[src/rtl/dat_mem_stk.sv]
// dat_mem_stk: DW x 2**AW data memory with a random load/store port and a downward-growing stack; define DAT_MEM_CLR_EN for the post-reset zeroing sequencer
module dat_mem_stk #(
  parameter int DW = 8,
  parameter int AW = 8
) (
  input  logic          clk,
  input  logic          reset_n,
  input  logic          wr_en,
  input  logic [AW-1:0] addr,
  input  logic [DW-1:0] dat_in,
  output logic [DW-1:0] dat_out,
  input  logic          push,
  input  logic [DW-1:0] push_dat,
  input  logic          pop,
  output logic [DW-1:0] pop_dat,
  output logic [AW-1:0] sp,
  output logic          full,
  output logic          empty,
  output logic          ready,
  output logic [2:0]    err,
  input  logic          err_clr
);
  localparam int N = 2**AW;
  typedef enum logic {CLEAR, RUN} state_t;
  state_t state, state_nxt;
  logic [DW-1:0] core [N];
  logic [AW:0] cnt;
  logic [AW-1:0] top, stk_wa, mem_wa;
  logic [DW-1:0] mem_wd;
  logic run, stk_we, inc, dec, mem_we;
  logic [2:0] err_set;
  assign run     = state == RUN;
  assign ready   = run;
  assign empty   = cnt == '0;
  assign full    = cnt[AW];
  // (N-1-cnt) mod N is the bitwise inverse; the top word sits one above it
  assign sp      = ~cnt[AW-1:0];
  assign top     = sp + 1'b1;
  assign pop_dat = empty ? '0 : core[top];
  assign dat_out = core[addr];
  assign stk_we  = run & push & (pop | ~full);
  assign stk_wa  = (pop & ~empty) ? top : sp;
  assign inc     = run & push & ~full & (~pop | empty);
  assign dec     = run & pop & ~push & ~empty;
  assign err_set = run ? {wr_en & stk_we, pop & ~push & empty, push & ~pop & full} : 3'b000;
`ifdef DAT_MEM_CLR_EN
  logic [AW-1:0] cp;
  logic clearing;
  assign clearing = state == CLEAR;
  assign mem_we   = clearing | stk_we | (run & wr_en);
  assign mem_wa   = clearing ? cp : stk_we ? stk_wa : addr;
  assign mem_wd   = clearing ? '0 : stk_we ? push_dat : dat_in;
  always_comb begin
    state_nxt = (clearing && &cp) ? RUN : state;
  end
  always_ff @(posedge clk) begin
    if (!reset_n) cp <= '0;
    else if (clearing) cp <= cp + 1'b1;
  end
`else
  assign mem_we = stk_we | (run & wr_en);
  assign mem_wa = stk_we ? stk_wa : addr;
  assign mem_wd = stk_we ? push_dat : dat_in;
  always_comb begin
    state_nxt = RUN;
  end
`endif
  always_ff @(posedge clk) begin
    if (!reset_n) state <= CLEAR;
    else state <= state_nxt;
  end
  always_ff @(posedge clk) begin
    if (!reset_n) cnt <= '0;
    else cnt <= inc ? cnt + 1'b1 : dec ? cnt - 1'b1 : cnt;
  end
  // a set event in the same cycle as err_clr survives the clear
  always_ff @(posedge clk) begin
    if (!reset_n) err <= '0;
    else err <= (err_clr ? 3'b000 : err) | err_set;
  end
  always_ff @(posedge clk) begin
    if (mem_we) core[mem_wa] <= mem_wd;
  end
endmodule

[config.mk]
export PLATFORM = sky130hd
export DESIGN_NAME = dat_mem_stk
export DESIGN_NICKNAME = d
export VERILOG_FILES = /design/src/rtl/dat_mem_stk.sv
export SDC_FILE = /design/constraint.sdc
export NUM_CORES = 2
export LEC_CHECK = 0
export BUFFER_PORTS_ARGS = -buffer_cell sky130_fd_sc_hd__buf_2
export CELL_PAD_IN_SITES_DETAIL_PLACEMENT = 0
export CELL_PAD_IN_SITES_GLOBAL_PLACEMENT = 1
export CORE_MARGIN = 5
export CORE_UTILIZATION = 45
export DETAILED_ROUTE_END_ITERATION = 6
export PLACE_DENSITY_LB_ADDON = 0.1
export SLEW_MARGIN = 25
export SYNTH_ARGS = -nofsm -noshare
export SYNTH_HDL_FRONTEND = slang
export SYNTH_SLANG_ARGS = --single-unit
export TNS_END_PERCENT = 5
[constraint.sdc]
create_clock -name clk -period 12.46 [get_ports clk]
set_clock_uncertainty 0.1 [all_clocks]
set_input_delay 2.492 -clock clk [delete_from_list [all_inputs] [get_ports clk]]
set_output_delay 2.492 -clock clk [all_outputs]
set_load 0.01 [all_outputs]
After elaboration in Yosys (flattened, before gate mapping) --
Memory sizes are Yosys's and may differ from the RTL's. Index checks and enable logic that the tools add are counted.
Cells by class: bitwise operators 23, $add $sub $neg 3, reduce and logical (&&, ||, !) cells 2, mux-type cells 11
Operators by type and width (number):
- $mux W8 | 4
- $mux W9 | 2
- $and A1 B1 Y1 | 14
- $add A9 B1 Y9 const B | 1
- $logic_not A9 Y1 | 1
- $sub A9 B1 Y9 const B | 1
- $add A8 B1 Y8 const B | 1
- $not A8 Y8 | 1
- $mux W3 | 2
- $not A1 Y1 | 4
- $mux W1 | 3
- $or A1 B1 Y1 | 3
- $or A3 B3 Y3 | 1
- $reduce_bool A2 Y1 | 1
Word-level totals: input port bits 30, bits in registers 13, bits in writable memories 2048, memories kept 1
Memories:
- core | depth 256, width 8, rd ports 2, clocked after memory_dff 0, write ports 1, line 26 | logic [DW-1:0] core [N];

Logic depth before layout (Yosys ltp) --
depth in word-level cells 6, mapped depth 16, mapped depth without buffers 13

Least setup slack after synthesis --
Ideal clock, no wire load.
path type input to output, start input port addr[0], end output port dat_out[4], stages on the path 8, path buffers 3, data required time 9.868 ns, path slack 4.632 ns, arrival 5.236 ns, cell sequence clkbuf_1 -> clkbuf_1 -> buf_1 -> mux4_2 -> mux4_2 -> a22oi_1 -> a21oi_1 -> or4_1
On the way: longest elaborated chain between the ends 1
Ends and longest elaborated chain:
- from (decl) | line 9 | input logic [AW-1:0] addr,
- $mem_v2 Z256 W8
- to (decl) | line 11 | output logic [DW-1:0] dat_out,
No other way between the ends.

Worst setup path in the final report --
start register cnt[0], end output port pop_dat[4]
On the way: longest elaborated chain between the ends 4
Ends and longest elaborated chain:
- from (decl) | line 27 | logic [AW:0] cnt;
- from (signal assigned) | line 74 | else cnt <= inc ? cnt + 1'b1 : dec ? cnt - 1'b1 : cnt;
- $not A8 Y8 | line 37 | assign sp = ~cnt[AW-1:0];
- $add A8 B1 Y8 | line 38 | assign top = sp + 1'b1;
- $mem_v2 Z256 W8
- $mux W8 * | line 39 | assign pop_dat = empty ? '0 : core[top];
- to (decl) | line 15 | output logic [DW-1:0] pop_dat,
Every way passes the cells marked *; elsewhere a longest branch is shown, timed or not.

==> metrics.yaml <==
outcome:
  status: "finished clean"
worst_setup_path:
  required_ns: 9.87
  cp-end-kind: "primary output"
  worst-path-max-fanout: 35
  ff2ff_path_depth: 9
  regToRegEndpoint: "core[116][2]$_DFFE_PP_"
  cp-start-kind: "flop"
  r2r-start: "cnt[0]$_SDFFE_PN0P_"
  reg2reg_slack_ns: 6.46
  cp.arrival_ns: 7.17
  path_class: "flop to primary output"
sta:
  relSlewSlack_pct: 26.3
  final.min_clock_period_ns: 9.76
  max_freq_mhz: 102
  post-route-period-util_pct: 78.4
  drv_slew: 0
  rsz0062_at_grt: "no"
  worst_pin_slew_ns: 1.10
  finalSetupViolCount: 0
  setup_tns_ns: 0
  finalHoldViolations: 0
placement:
  dp_hpwl_um: 187000
  numPortBuffers: 59
  gp_congestion: 0.853
  dp.cells: 7311
yosys:
  synth_ff_type: "edfxtp_1"
  synth_nets: 4617
  syn_area_per_cell_sq_um: 21.1
  netlist.area_leader.share_pct: 63.8
  async_flop_share_pct: 0
  yosysWarnings: 0
  synth-seq-cells: 2061
  yosys-top-cells-area: "edfxtp_1, mux4_2, nor2_1, clkbuf_1, nand2_1"
  netlist_area_sq_um: 96400
  yosysUniqueCellTypes: 59
  synth_seq_area_share_pct: 64.1
  synth_edf_count: 2048
  synthCells: 4576
  synth_top_cell_by_area: "edfxtp_1"
hold_path:
  min_from: "err[0]$_SDFF_PN0_"
  hold_class: "flop to flop"
  worst_hold_path.endpoint: "err[0]$_SDFF_PN0_"
  hold_depth: 3
die:
  num_rows: 170
  die_w_um: 473
  start_util_pct: 45.1
  die_area_sq_um: 224000
  core_sq_um: 214000
  die_h_um: 473
  io_pins: 60
clock_network:
  clk_latency_ns: 0.87
  clk_pin_slew_ns: 0.06
  numCtsBuffers: 220
  postCtsResizedCells: 0
  cts_tree: "yes"
  root_buffer: "clkbuf_16"
  numClockSinks: 2061
  clk_path_buf_depth: 3
  holdBufCountCts: 0
  htreeDepth: 4
  post_cts_buffers: 0
power_and_ir_drop:
  vdd_drop_max_v: 0.000315
  power_leakage_nw: 32.7
  power.density_nw_per_um2: 232
  p_total_mw: 25.2
global_routing:
  gr-total-overflow: 0
  antenna_found_initial: 8
  grt_first_pass_wirelength_um: 427000
  grt_max_degree: 209
  grt_usage_pct: 27.6
  grt_pass1_vias: 53000
drt:
  ant_nets: 0
  viasPerCell: 6.71
  drc: 0
  wirelength_um: 308000
  num_vias: 51800
  drt_iter0_markers: 6290
  dr.pass1.iters: 5
  wl_per_cell_um: 39.8
finish:
  syn2layout_area_growth_pct: 12.4
  final_nets: 4739
  layout-drive-gt1-share_pct: 41.3
  fin_cells: 7730
run:
  cap_violations: 0
## layout make-up
class	count	area, sq um
Antenna cell	4	10.0
Clock buffer	264	5760
Clock inverter	148	1590
Fill cell	17100	106000
Inverter	16	60.1
Multi-Input combinational cell	2132	33400
Sequential cell	2061	61800
Tap cell	2838	3550
Timing Repair Buffer	267	2180
## synth_stat cells (10+ instances only)
master and count:
nand3_1 59, o21ai_0 15, nand2_1 179, clkbuf_1 195
edfxtp_1 2048, xnor2_1 12, o211ai_1 16, and2_1 14
inv_1 16, nand4_1 19, mux4_2 1256, buf_2 101
dfxtp_1 13, nor2_1 263, ha_1 10, nor2_2 20
mux2i_1 18, nor2b_1 10, a22oi_1 82, a21oi_1 44
buf_1 58
## report_power, final
part           internal, mW  switching, mW
combinational          3.88           6.64
clock                  3.93           2.81
sequential             7.82         0.0754
## critical path: stages (launching register included)
cell and delay (ns):
dfxtp_4 0.65, buf_4 0.59, inv_1 0.33, ha_4 0.85, buf_4 0.61, mux4_2 0.41
mux4_2 0.54, mux2i_1 0.37, o211ai_1 0.32, a22oi_1 0.69, o21ai_0 0.51, buf_2 0.30
## flip-flops by register name, indices dropped and copies added (netlist names)
name   count
ready      1
core    2048
err        3
cnt        9
## layout by cell type, fill, tap and decap left out, types with 12 or more instances in the layout
master,instances
clkbuf_16,223
nor2_2,110
buf_4,184
clkinv_1,49
edfxtp_1,2048
a21oi_1,43
nand2_1,154
bufinv_16,31
nor2_1,172
inv_1,16
nand4_1,19
nand2_2,25
o211ai_1,16
clkbuf_1,38
mux4_2,1256
clkinv_2,46
buf_2,55
and2_1,12
nand3_1,58
o21ai_0,15
dfxtp_1,12
buf_12,18
mux2i_1,18
a22oi_1,82
## per-layer routing
metal / vias to the layer above / track usage (%) / share of wire, %
met2: 2369 / 44.3 / 49
met5: - / 0 / 0.0033
met1: 28600 / 38.0 / 40
met3: 532 / 5.49 / 7.8
li1: 20300 / - / -
met4: 2 / 9.70 / 4.1
## metrics by stage
stage               worst slack (ns)  hold slack, ns  cell area, sq um  util (%)
floorplan                       4.63           0.442             96400         -
global placement                3.07           0.493            101000      47.0
detailed placement              3.10           0.506            101000      47.1
CTS                             2.66           0.516            108000      50.6
global route                    2.55           0.527            108000      50.6
finish                          2.70           0.504            108000      50.6
## worst max path at each step
stage          slack [ns]          to                start
4_1_cts              2.66  pop_dat[4]  cnt[0]$_SDFFE_PN0P_
3_3_place_gp         3.07  dat_out[0]              addr[0]
6_report             2.70  pop_dat[4]  cnt[0]$_SDFFE_PN0P_
5_1_grt              2.55  pop_dat[5]  cnt[0]$_SDFFE_PN0P_
3_5_place_dp         3.10  dat_out[0]              addr[0]
2_1_floorplan        4.63  dat_out[4]              addr[0]
## kinds of logic after synthesis
family / after synthesis / synth area share, %
xor gates and xnor gates: 14 / 0.127
muxes: 1282 / 29.6
buffers and inverters: 383 / 1.71
adders and majority gates: 11 / 0.151
AOI/OAI and AO/OA: 211 / 1.53
and+or+nand+nor: 614 / 2.79
DFF: 2061 / 64.1
Note: power is estimated with default switching activity, not from simulation.
